==> src/rtl/icache_pkg.sv <==
// rtl/icache_pkg.sv - shared widths, field slices, status layout and miss FSM encoding for the icache
package icache_pkg;

    localparam int META_W        = 16;
    localparam int WAYS          = 4;
    localparam int TAG_W         = 8;
    localparam int SET_W         = 4;
    localparam int WAY_W         = 2;
    localparam int STATUS_W      = 2 * WAYS;
    localparam int REFILL_ADDR_W = TAG_W + SET_W;

    localparam int META_TAG_LSB  = 8;
    localparam int META_SET_LSB  = 4;
    localparam int META_OFF_LSB  = 0;

    // Each way owns a bit pair in the status word: {used, valid}.
    localparam int ST_VALID      = 0;
    localparam int ST_USED       = 1;

    typedef enum logic [1:0] {
        MS_IDLE   = 2'd0,
        MS_REQ    = 2'd1,
        MS_UPDATE = 2'd2
    } miss_state_e;

    function automatic logic [TAG_W-1:0] meta_tag(input logic [META_W-1:0] md);
        return md[META_TAG_LSB +: TAG_W];
    endfunction

    function automatic logic [SET_W-1:0] meta_set(input logic [META_W-1:0] md);
        return md[META_SET_LSB +: SET_W];
    endfunction

endpackage

==> src/rtl/icache_nru_policy.sv <==
// rtl/icache_nru_policy.sv - NRU status update for a touched way plus victim selection
module icache_nru_policy
    import icache_pkg::*;
(
    input  logic [STATUS_W-1:0] i_status,
    input  logic [WAY_W-1:0]    i_way,
    output logic [STATUS_W-1:0] o_status,
    output logic [WAY_W-1:0]    o_victim
);

    logic [WAYS-1:0] valid;
    logic [WAYS-1:0] used;
    logic [WAYS-1:0] new_valid;
    logic [WAYS-1:0] new_used;

    always_comb begin
        valid = '0;
        used  = '0;
        for (int w = 0; w < WAYS; w++) begin
            valid[w] = i_status[2*w + ST_VALID];
            used[w]  = i_status[2*w + ST_USED];
        end

        new_valid        = valid;
        new_used         = used;
        new_valid[i_way] = 1'b1;
        new_used[i_way]  = 1'b1;
        // Once every way looks recently used, only the touched way keeps its mark.
        if (&new_used) begin
            new_used        = '0;
            new_used[i_way] = 1'b1;
        end

        o_status = '0;
        for (int w = 0; w < WAYS; w++) begin
            o_status[2*w + ST_VALID] = new_valid[w];
            o_status[2*w + ST_USED]  = new_used[w];
        end

        o_victim = '0;
        if (!(&valid)) begin
            for (int w = WAYS - 1; w >= 0; w--) begin
                if (!valid[w]) o_victim = WAY_W'(w);
            end
        end else if (!(&used)) begin
            for (int w = WAYS - 1; w >= 0; w--) begin
                if (!used[w]) o_victim = WAY_W'(w);
            end
        end
    end

endmodule

==> src/rtl/icache_stage2.sv <==
// rtl/icache_stage2.sv - icache tag compare, NRU update and line-miss refill FSM
module icache_stage2
    import icache_pkg::*;
#(
    parameter int METADATA_WIDTH = META_W,
    parameter int NUM_WAYS       = WAYS,
    parameter int TAG_WIDTH      = TAG_W,
    parameter int SET_BITS_WIDTH = SET_W
) (
    input  logic                            clk,
    input  logic                            arst_n,
    input  logic                            i_halt,
    input  logic [NUM_WAYS*TAG_WIDTH-1:0]   i_ta_data,
    input  logic                            i_ta_data_valid,
    input  logic [2*NUM_WAYS-1:0]           i_sa_data,
    input  logic                            i_sa_data_valid,
    input  logic [METADATA_WIDTH-1:0]       i_metadata,
    input  logic                            i_metadata_valid,
    input  logic                            i_refill_ack,
    output logic                            o_valid,
    output logic                            o_hit,
    output logic [1:0]                      o_hit_way,
    output logic [METADATA_WIDTH-1:0]       o_metadata,
    output logic                            o_miss_state,
    output logic                            o_refill_req,
    output logic [TAG_WIDTH+SET_BITS_WIDTH-1:0] o_refill_addr,
    output logic [SET_BITS_WIDTH-1:0]       o_w_ta_set_addr,
    output logic [NUM_WAYS*TAG_WIDTH-1:0]   o_w_ta_data,
    output logic [NUM_WAYS-1:0]             o_w_ta_mask,
    output logic                            o_w_ta_valid,
    output logic [SET_BITS_WIDTH-1:0]       o_w_sa_set_addr,
    output logic [2*NUM_WAYS-1:0]           o_w_sa_data,
    output logic [NUM_WAYS-1:0]             o_w_sa_mask,
    output logic                            o_w_sa_valid,
    output logic                            o_ready
);

    miss_state_e        state_q, state_d;
    logic               valid_q, valid_d;
    logic               hit_q, hit_d;
    logic [WAY_W-1:0]   hit_way_q, hit_way_d;
    logic [META_W-1:0]  meta_q, meta_d;
    logic [TAG_W-1:0]   miss_tag_q, miss_tag_d;
    logic [SET_W-1:0]   miss_set_q, miss_set_d;
    logic [WAY_W-1:0]   victim_q, victim_d;
    logic [STATUS_W-1:0] miss_status_q, miss_status_d;
    logic               ack_pend_q, ack_pend_d;
    logic [SET_W-1:0]   w_ta_set_q, w_ta_set_d;
    logic [WAYS*TAG_W-1:0] w_ta_data_q, w_ta_data_d;
    logic [WAYS-1:0]    w_ta_mask_q, w_ta_mask_d;
    logic               w_ta_valid_q, w_ta_valid_d;
    logic [SET_W-1:0]   w_sa_set_q, w_sa_set_d;
    logic [STATUS_W-1:0] w_sa_data_q, w_sa_data_d;
    logic [WAYS-1:0]    w_sa_mask_q, w_sa_mask_d;
    logic               w_sa_valid_q, w_sa_valid_d;
    logic               byp_valid_q, byp_valid_d;
    logic [SET_W-1:0]   byp_set_q, byp_set_d;
    logic [STATUS_W-1:0] byp_data_q, byp_data_d;

    logic               accept;
    logic [TAG_W-1:0]   req_tag;
    logic [SET_W-1:0]   req_set;
    logic [STATUS_W-1:0] sa_eff;
    logic [WAYS-1:0]    hit_vec;
    logic               hit;
    logic [WAY_W-1:0]   hit_way;
    logic [STATUS_W-1:0] nru_status_in;
    logic [WAY_W-1:0]   nru_way_in;
    logic [STATUS_W-1:0] nru_status;
    logic [WAY_W-1:0]   nru_victim;

    assign accept  = i_metadata_valid & i_ta_data_valid & i_sa_data_valid
                   & (state_q == MS_IDLE) & ~i_halt;
    assign req_tag = meta_tag(i_metadata);
    assign req_set = meta_set(i_metadata);

    // The array read for this request predates the two most recent status writes;
    // the newest matching write wins.
    always_comb begin
        sa_eff = i_sa_data;
        if (byp_valid_q && (byp_set_q == req_set)) sa_eff = byp_data_q;
        if (w_sa_valid_q && (w_sa_set_q == req_set)) sa_eff = w_sa_data_q;
    end

    always_comb begin
        hit_vec = '0;
        hit_way = '0;
        for (int w = 0; w < WAYS; w++) begin
            hit_vec[w] = sa_eff[2*w + ST_VALID] & (i_ta_data[w*TAG_W +: TAG_W] == req_tag);
        end
        for (int w = WAYS - 1; w >= 0; w--) begin
            if (hit_vec[w]) hit_way = WAY_W'(w);
        end
    end
    assign hit = |hit_vec;

    assign nru_status_in = (state_q == MS_IDLE) ? sa_eff  : miss_status_q;
    assign nru_way_in    = (state_q == MS_IDLE) ? hit_way : victim_q;

    icache_nru_policy u_nru (
        .i_status (nru_status_in),
        .i_way    (nru_way_in),
        .o_status (nru_status),
        .o_victim (nru_victim)
    );

    always_comb begin
        state_d       = state_q;
        valid_d       = valid_q;
        hit_d         = hit_q;
        hit_way_d     = hit_way_q;
        meta_d        = meta_q;
        miss_tag_d    = miss_tag_q;
        miss_set_d    = miss_set_q;
        victim_d      = victim_q;
        miss_status_d = miss_status_q;
        ack_pend_d    = ack_pend_q;
        w_ta_set_d    = w_ta_set_q;
        w_ta_data_d   = w_ta_data_q;
        w_ta_mask_d   = w_ta_mask_q;
        w_ta_valid_d  = w_ta_valid_q;
        w_sa_set_d    = w_sa_set_q;
        w_sa_data_d   = w_sa_data_q;
        w_sa_mask_d   = w_sa_mask_q;
        w_sa_valid_d  = w_sa_valid_q;
        byp_valid_d   = byp_valid_q;
        byp_set_d     = byp_set_q;
        byp_data_d    = byp_data_q;

        if (i_halt) begin
            if ((state_q == MS_REQ) && i_refill_ack) ack_pend_d = 1'b1;
        end else begin
            valid_d      = 1'b0;
            w_ta_valid_d = 1'b0;
            w_sa_valid_d = 1'b0;
            byp_valid_d  = w_sa_valid_q;
            byp_set_d    = w_sa_set_q;
            byp_data_d   = w_sa_data_q;
            unique case (state_q)
                MS_IDLE: begin
                    if (accept) begin
                        valid_d = 1'b1;
                        hit_d   = hit;
                        meta_d  = i_metadata;
                        if (hit) begin
                            hit_way_d    = hit_way;
                            w_sa_valid_d = 1'b1;
                            w_sa_set_d   = req_set;
                            w_sa_data_d  = nru_status;
                            w_sa_mask_d  = '1;
                        end else begin
                            hit_way_d     = nru_victim;
                            victim_d      = nru_victim;
                            miss_tag_d    = req_tag;
                            miss_set_d    = req_set;
                            miss_status_d = sa_eff;
                            state_d       = MS_REQ;
                        end
                    end
                end
                MS_REQ: begin
                    if (i_refill_ack || ack_pend_q) begin
                        ack_pend_d   = 1'b0;
                        state_d      = MS_UPDATE;
                        w_ta_valid_d = 1'b1;
                        w_ta_set_d   = miss_set_q;
                        w_ta_data_d  = {WAYS{miss_tag_q}};
                        w_ta_mask_d  = WAYS'(1) << victim_q;
                        w_sa_valid_d = 1'b1;
                        w_sa_set_d   = miss_set_q;
                        w_sa_data_d  = nru_status;
                        w_sa_mask_d  = '1;
                    end
                end
                MS_UPDATE: begin
                    ack_pend_d = 1'b0;
                    state_d    = MS_IDLE;
                end
                default: state_d = MS_IDLE;
            endcase
        end
    end

    always_ff @(posedge clk or negedge arst_n) begin
        if (!arst_n) begin
            state_q       <= MS_IDLE;
            valid_q       <= 1'b0;
            hit_q         <= 1'b0;
            hit_way_q     <= '0;
            meta_q        <= '0;
            miss_tag_q    <= '0;
            miss_set_q    <= '0;
            victim_q      <= '0;
            miss_status_q <= '0;
            ack_pend_q    <= 1'b0;
            w_ta_set_q    <= '0;
            w_ta_data_q   <= '0;
            w_ta_mask_q   <= '0;
            w_ta_valid_q  <= 1'b0;
            w_sa_set_q    <= '0;
            w_sa_data_q   <= '0;
            w_sa_mask_q   <= '0;
            w_sa_valid_q  <= 1'b0;
            byp_valid_q   <= 1'b0;
            byp_set_q     <= '0;
            byp_data_q    <= '0;
        end else begin
            state_q       <= state_d;
            valid_q       <= valid_d;
            hit_q         <= hit_d;
            hit_way_q     <= hit_way_d;
            meta_q        <= meta_d;
            miss_tag_q    <= miss_tag_d;
            miss_set_q    <= miss_set_d;
            victim_q      <= victim_d;
            miss_status_q <= miss_status_d;
            ack_pend_q    <= ack_pend_d;
            w_ta_set_q    <= w_ta_set_d;
            w_ta_data_q   <= w_ta_data_d;
            w_ta_mask_q   <= w_ta_mask_d;
            w_ta_valid_q  <= w_ta_valid_d;
            w_sa_set_q    <= w_sa_set_d;
            w_sa_data_q   <= w_sa_data_d;
            w_sa_mask_q   <= w_sa_mask_d;
            w_sa_valid_q  <= w_sa_valid_d;
            byp_valid_q   <= byp_valid_d;
            byp_set_q     <= byp_set_d;
            byp_data_q    <= byp_data_d;
        end
    end

    assert property (@(posedge clk) disable iff (!arst_n) accept |-> $onehot0(hit_vec))
        else $fatal(1, "icache_stage2: multiple ways hit");

    // Pulses are masked while halted so each one reaches the arrays in exactly one live cycle.
    assign o_valid         = valid_q & ~i_halt;
    assign o_hit           = hit_q;
    assign o_hit_way       = hit_way_q;
    assign o_metadata      = meta_q;
    assign o_miss_state    = (state_q != MS_IDLE);
    assign o_refill_req    = (state_q == MS_REQ);
    assign o_refill_addr   = {miss_tag_q, miss_set_q};
    assign o_w_ta_set_addr = w_ta_set_q;
    assign o_w_ta_data     = w_ta_data_q;
    assign o_w_ta_mask     = w_ta_mask_q;
    assign o_w_ta_valid    = w_ta_valid_q & ~i_halt;
    assign o_w_sa_set_addr = w_sa_set_q;
    assign o_w_sa_data     = w_sa_data_q;
    assign o_w_sa_mask     = w_sa_mask_q;
    assign o_w_sa_valid    = w_sa_valid_q & ~i_halt;
    assign o_ready         = arst_n & ~i_halt & (state_q == MS_IDLE);

endmodule

==> config.mk <==
export PLATFORM = sky130hd
export DESIGN_NAME = icache_stage2
export DESIGN_NICKNAME = d
export VERILOG_FILES = /design/src/rtl/icache_pkg.sv /design/src/rtl/icache_nru_policy.sv /design/src/rtl/icache_stage2.sv
export SDC_FILE = /design/constraint.sdc
export NUM_CORES = 1
export LEC_CHECK = 0
export CAP_MARGIN = 5
export CORE_MARGIN = 2
export CORE_UTILIZATION = 51
export DETAILED_ROUTE_END_ITERATION = 7
export PLACE_DENSITY = 0.87
export SYNTH_ARGS = -nofsm -noshare
export SYNTH_HDL_FRONTEND = slang
export SYNTH_SLANG_ARGS = --single-unit
==> constraint.sdc <==
create_clock -name clk -period 6.3 [get_ports clk]
set_clock_uncertainty 0.2 [all_clocks]
set_input_delay 1.26 -clock clk [delete_from_list [all_inputs] [get_ports clk]]
set_output_delay 1.26 -clock clk [all_outputs]
set_load 0.01 [all_outputs]
==> results of run 1 <==
## critical path: stages
cell             delay, ps
clkdlybuf4s50_1        590
nor2b_1                100
or3_1                  500
o31a_1                 290
o31a_1                 340
a21oi_4                210
a21oi_1                110
o21ai_2                810
mux2i_1                270
o31ai_1                 90
## kinds of logic after synthesis
kind of cell / synth area share (%)
simple gates: 14.80
flops: 45.50
compound gates: 12.09
buf+inv: 8.001
mux: 12.81
xor+xnor: 6.800
## metal layers
| layer | vias to the layer above | part of all wire (%) | global-route usage (%) |
|---|---|---|---|
| met5 | - | 0 | 0 |
| met4 | 0 | 3.5 | 11.18 |
| met3 | 35 | 5.5 | 3.420 |
| met2 | 165 | 51 | 44.33 |
| met1 | 1991 | 40 | 31.15 |
| li1 | 1860 | - | - |
## layout make-up
type / count / area (um^2)
Fill cell: 725 / 2803
Multi-Input combinational cell: 326 / 2276
Sequential cell: 89 / 2227
Timing Repair Buffer: 160 / 1587
Tap cell: 129 / 161.4
Clock buffer: 11 / 151.4
Clock inverter: 4 / 52.55
Inverter: 7 / 26.28
## registers in the layout, indices dropped and copies added, names as in the netlist, 2 cells and up
register and flops:
miss_set_q 4, o_metadata 16, o_hit_way 2, byp_data_q 8
victim_q 2, miss_status_q 8, o_w_ta_set_addr 4, miss_tag_q 8
byp_set_q 4, state_q 2, o_w_ta_mask 4, o_w_sa_set_addr 4
o_w_sa_data 8, o_w_ta_data 8
## through the flow
step / worst slack [ps] / power, uW / utilization (%) / std cells / hold WS [ps]
detailed placement: 1377 / 2034 / 67.61 / 711 / 255.0
floorplan: 2500 / 1517 / - / 479 / 242.3
CTS: 1755 / 2440 / 69.81 / 726 / 273.6
global route: 1485 / 2574 / 69.81 / 726 / 311.8
global placement: 1529 / 1989 / 67.61 / 711 / 255.6
finish: 1726 / 2429 / 69.81 / 726 / 275.7
## synthesized netlist by cell type (2+ instances only)
cell | instances | area, um^2
o31ai_1 | 8 | 60.06
buf_6 | 3 | 33.78
nand2b_1 | 6 | 37.54
mux2_2 | 29 | 326.6
o21a_1 | 2 | 15.01
xnor2_1 | 13 | 113.9
o2111a_1 | 2 | 22.52
nor3_2 | 2 | 20.02
dfrtp_1 | 89 | 2227
buf_2 | 3 | 15.01
a22oi_1 | 3 | 22.52
nor2_1 | 13 | 48.80
a311oi_1 | 2 | 17.52
a21oi_1 | 14 | 70.07
nand4_1 | 7 | 43.79
nor3_1 | 7 | 35.03
a211o_1 | 3 | 26.28
buf_4 | 29 | 217.7
o21ai_2 | 2 | 17.52
nor2b_1 | 7 | 43.79
o31a_1 | 2 | 17.52
a31oi_1 | 4 | 25.02
mux2_4 | 14 | 210.2
or2_1 | 2 | 12.51
and2_1 | 3 | 18.77
o21ai_1 | 2 | 10.01
o21ai_0 | 15 | 75.07
nand3_1 | 5 | 25.02
a21o_1 | 4 | 30.03
or3_1 | 3 | 18.77
nand3b_1 | 2 | 15.01
mux2i_1 | 9 | 90.09
xor2_1 | 25 | 219.0
a211oi_1 | 2 | 15.01
clkbuf_1 | 20 | 75.07
nor4_1 | 8 | 50.05
nand2_1 | 86 | 322.8
inv_1 | 7 | 26.28
## power groups by stage
stage,combinational (uW),clock [uW],sequential [uW]
3_5_place_dp,1060,0,970
6_report,1070,401,962
2_1_floorplan,524,0,993
4_1_cts,1070,409,961
5_1_grt,1140,437,994
3_3_place_gp,1030,0,955
## final timing paths
kind / slack [ps] / endpoint / start / cells past startpoint
min: 280 / o_w_ta_mask[2]$_DFFE_PN0P_ / o_w_ta_mask[2]$_DFFE_PN0P_ / 2
min in group asynchronous: 690 / byp_data_q[5]$_DFFE_PN0N_ / arst_n / 1
max: 1730 / o_w_sa_data[7]$_DFFE_PN0P_ / i_metadata[4] / 10
min reg2reg: 280 / o_w_ta_mask[2]$_DFFE_PN0P_ / o_w_ta_mask[2]$_DFFE_PN0P_ / 2
max reg2reg: 2800 / o_w_sa_data[7]$_DFFE_PN0P_ / byp_set_q[0]$_DFFE_PN0N_ / 9
max in group asynchronous: 4240 / miss_tag_q[7]$_DFFE_PN0P_ / arst_n / 2
==> results.json, run 1 <==
{
  "status": "finished, final reports clean",
  "end_kind": "flip-flop",
  "grt_pass1_wl_um": 20240,
  "power_frac_comb_pct": 43.9,
  "rsz0062_at_grt": "false",
  "hold_viol_final": 0,
  "p_int_uw": 1593,
  "hp-class": "flip-flop to flip-flop",
  "io_pins": 156,
  "p_leak_uw": 0.002817,
  "ys_types": 60,
  "p_seq_share_pct": 39.6,
  "finalSetupTns_ps": 0,
  "fmax_ghz": 0.2186,
  "fin_area_um2": 6481,
  "grt_max_degree": 47,
  "slew_headroom_pct": 30.30,
  "layout_commonest_cell": "clkdlybuf4s50_1",
  "synth_fp_nets": 542,
  "critPathKind": "input pin to flip-flop",
  "cp_max_fo": 26,
  "ant_nets": 0,
  "dr.pass1.iters": 6,
  "drv_slew": 0,
  "power_density_nw_per_um2": 374.7,
  "area_growth_pct": 32.41,
  "die-area_um2": 10400,
  "synthArstFlopShare_pct": 100.0,
  "ir_drop_mv": 0.1707,
  "route.detailed.drc": 0,
  "num_rows": 35,
  "core_um2": 9284,
  "die_h_um": 102.0,
  "period_share_pct": 72.61,
  "synth_flop_cell": "dfrtp_1",
  "start_kind": "input pin",
  "antenna_found_initial": 0,
  "synth_edf_count": 0,
  "final_cell_mix": "clkdlybuf4s50_1 (154), dfrtp_1 (89), nand2_1 (86)",
  "cts_buffers": 9,
  "cts_tree": "yes",
  "wl_um": 12840,
  "place_congestion": 0.9372,
  "place_hpwl_um": 9700,
  "routedWlPerCell_um": 17.68,
  "postCtsSetupBuffers": 0,
  "ys_ff_latch": 89,
  "htree_num_levels": 3,
  "nets": 656,
  "ctsResizeCount": 0,
  "switching_share_pct": 34.42,
  "p_clk_share_pct": 16.5,
  "tightest_slew_ps": 1045,
  "drt_iter0_drc": 206,
  "seq_area_frac_synth_pct": 45.50,
  "p_switching_uw": 835.9,
  "die_x_um": 102.0,
  "vias": 4051,
  "cts.hold.buffers_added": 0,
  "clk-insertion-delay-late_ps": 360,
  "required_ps": 6300,
  "drive_gt1_share_pct": 12.56,
  "postPlaceCellArea_um2": 6277,
  "diodes": 0,
  "cts_sinks": 89,
  "postSynthAreaPerCell_um2": 10.22,
  "setup_viol": 0,
  "cts.clk_slew.worst_paths_ps": 80,
  "synth_area_um2": 4895,
  "grt_pass1_vias": 4029,
  "port_buffers": 155,
  "synth_cells": 479,
  "clock_path_buffers": 2,
  "grt.total_usage_pct": 25.28,
  "via_per_inst": 5.580,
  "start_util_pct": 52.72,
  "crit_arrival_ps": 4580,
  "overflow": 0,
  "clock-root-buffer": "clkbuf_8",
  "maxCapViolations": 0,
  "yosys_warnings": 0,
  "layout_min_cycle_time_ps": 4574
}
Power figures use the tool's default switching activity.
==> run 2: changes to the inputs <==
--- a/config.mk
+++ b/config.mk
@@ -7,9 +7,9 @@
 export LEC_CHECK = 0
 export CAP_MARGIN = 5
 export CORE_MARGIN = 2
-export CORE_UTILIZATION = 51
+export CORE_UTILIZATION = 42
 export DETAILED_ROUTE_END_ITERATION = 7
-export PLACE_DENSITY = 0.87
+export PLACE_DENSITY = 0.77
 export SYNTH_ARGS = -nofsm -noshare
 export SYNTH_HDL_FRONTEND = slang
 export SYNTH_SLANG_ARGS = --single-unit
==> constraint.sdc (replaced) <==
create_clock -name clk -period 4 [get_ports clk]
set_clock_uncertainty 0.2 [all_clocks]
set_input_delay 0.8 -clock clk [delete_from_list [all_inputs] [get_ports clk]]
set_output_delay 0.8 -clock clk [all_outputs]
set_load 0.01 [all_outputs]
==> run 2 against run 1 <==
Compared with the run above:
- final cell count increased by 6.5%
- non-clock buffer count grew 32
- global-route usage down 3.3 points
- first-iteration DRC count increased by 18%
- sequential share of layout area fell by 1.8 points
- power increased by 69%
- sequential power is 58% higher
- setup slack worse by 1400 ps
- design area is 5.6% higher
- die area rose by 21%
- critical path depth grew 1
- count of clock-buffer cells in the layout fell by 1
- largest cell class unchanged
- largest power group unchanged
==> results.json, run 2 (synthesis results as in run 1) <==
{
  "hp-class": "flip-flop to flip-flop",
  "power.total_uw": 4100,
  "multi_input_area_um2": 2276,
  "routedWlPerCell_um": 17.34,
  "p_switching_uw": 1371,
  "grt_max_degree": 53,
  "area_growth_pct": 39.85,
  "rsz0062_at_grt": "false",
  "place_ws_ps": 22.23,
  "die_x_um": 112.0,
  "vias": 4105,
  "fin_area_um2": 6845,
  "diodes": 0,
  "start_kind": "input pin",
  "cts_tree": "yes",
  "cts_buffers": 9,
  "ir_drop_mv": 0.3563,
  "die_h_um": 112.0,
  "die-area_um2": 12530,
  "p_leak_uw": 0.003010,
  "core_um2": 11420,
  "fin_ws_ps": 332.0,
  "switching_share_pct": 33.44,
  "p_seq_share_pct": 37.0,
  "clk-insertion-delay-late_ps": 340,
  "setup_viol": 0,
  "clock-root-buffer": "clkbuf_16",
  "layout_commonest_cell": "clkdlybuf4s50_1",
  "power_density_nw_per_um2": 599.0,
  "layout_min_cycle_time_ps": 3668,
  "final_cell_mix": "clkdlybuf4s50_1 (154), dfrtp_1 (89), nand2_1 (86)",
  "dr.pass1.iters": 4,
  "htree_num_levels": 3,
  "io_pins": 156,
  "num_rows": 39,
  "fmax_ghz": 0.2726,
  "critPathKind": "input pin to flip-flop",
  "p_int_uw": 2729,
  "port_buffers": 155,
  "drt_iter0_drc": 244,
  "postCtsSetupBuffers": 0,
  "nets": 688,
  "place_hpwl_um": 10310,
  "clock_path_buffers": 2,
  "maxCapViolations": 0,
  "crit_arrival_ps": 3720,
  "power_frac_comb_pct": 42.4,
  "grt.total_usage_pct": 21.94,
  "final_util_pct": 59.95,
  "register_area_um2": 2227,
  "cts.hold.buffers_added": 0,
  "antenna_found_initial": 0,
  "cts.clk_slew.worst_paths_ps": 70,
  "slew_headroom_pct": 55.23,
  "status": "finished, final reports clean",
  "period_share_pct": 91.70,
  "cp_max_fo": 9,
  "n_fill_cell": 948,
  "ctsResizeCount": 0,
  "grt_pass1_wl_um": 22190,
  "p_clk_share_pct": 20.6,
  "hold_viol_final": 0,
  "ant_nets": 0,
  "end_kind": "flip-flop",
  "place_congestion": 0.8958,
  "finalSetupTns_ps": 0,
  "via_per_inst": 5.310,
  "overflow": 0,
  "start_util_pct": 42.87,
  "postPlaceCellArea_um2": 6548,
  "tightest_slew_ps": 671.5,
  "route.detailed.drc": 0,
  "largest_reg_flops": 16,
  "required_ps": 4060,
  "wl_um": 13400,
  "drv_slew": 0,
  "grt_pass1_vias": 4284,
  "cts_sinks": 89,
  "drive_gt1_share_pct": 16.98
}
-- run 2: worst paths after layout --
kind | startpoint | end | slack [ps] | cells past startpoint
min in group asynchronous | arst_n | w_ta_valid_q$_DFFE_PN0N_ | 330 | 2
min reg2reg | o_w_ta_mask[3]$_DFFE_PN0P_ | o_w_ta_mask[3]$_DFFE_PN0P_ | 280 | 2
min | o_w_ta_mask[3]$_DFFE_PN0P_ | o_w_ta_mask[3]$_DFFE_PN0P_ | 280 | 2
max reg2reg | byp_set_q[0]$_DFFE_PN0N_ | o_w_sa_data[5]$_DFFE_PN0P_ | 860 | 9
max | i_metadata[5] | o_w_sa_data[5]$_DFFE_PN0P_ | 330 | 11
max in group asynchronous | arst_n | miss_set_q[3]$_DFFE_PN0P_ | 2220 | 3
-- run 2: critical path, cell delays in order --
cell             delay [ps]
clkdlybuf4s50_1         430
nor2b_1                 160
buf_4                   130
nor3_2                  300
nand4_1                 190
a311oi_2                420
a21oi_4                  70
o41a_1                  540
o2111a_1                210
a211o_1                 300
a22oi_1                 160
-- run 2: per-stage QoR --
step                std cells  hold WS [ps]
finish                    773         275.9
global route              773         309.3
CTS                       773         280.3
detailed placement        757         261.0
global placement          757         254.2
floorplan                 479         242.3
-- run 2: power by group through the flow --
stage	clock network, uW	registers [uW]	logic [uW]
3_5_place_dp	0	1530	1740
6_report	845	1520	1740
2_1_floorplan	0	1560	825
3_3_place_gp	0	1510	1710
5_1_grt	896	1560	1880
4_1_cts	856	1520	1750
-- run 2: cell type report --
| type | instances | share of cell area, % |
|---|---|---|
| Tap cell | 143 | 2.614 |
| Clock inverter | 6 | 1.005 |
| Inverter | 7 | 0.3838 |
| Sequential cell | 89 | 32.54 |
| Timing Repair Buffer | 192 | 26.87 |
| Multi-Input combinational cell | 326 | 33.25 |
| Clock buffer | 10 | 3.345 |
-- run 2: per-layer routing --
layer	up-vias	global-route usage (%)	part of all wire (%)
met3	32	3.048	4.1
li1	1936	-	-
met5	-	0	0
met4	0	8.130	2.7
met1	2010	27.70	43
met2	127	38.46	50
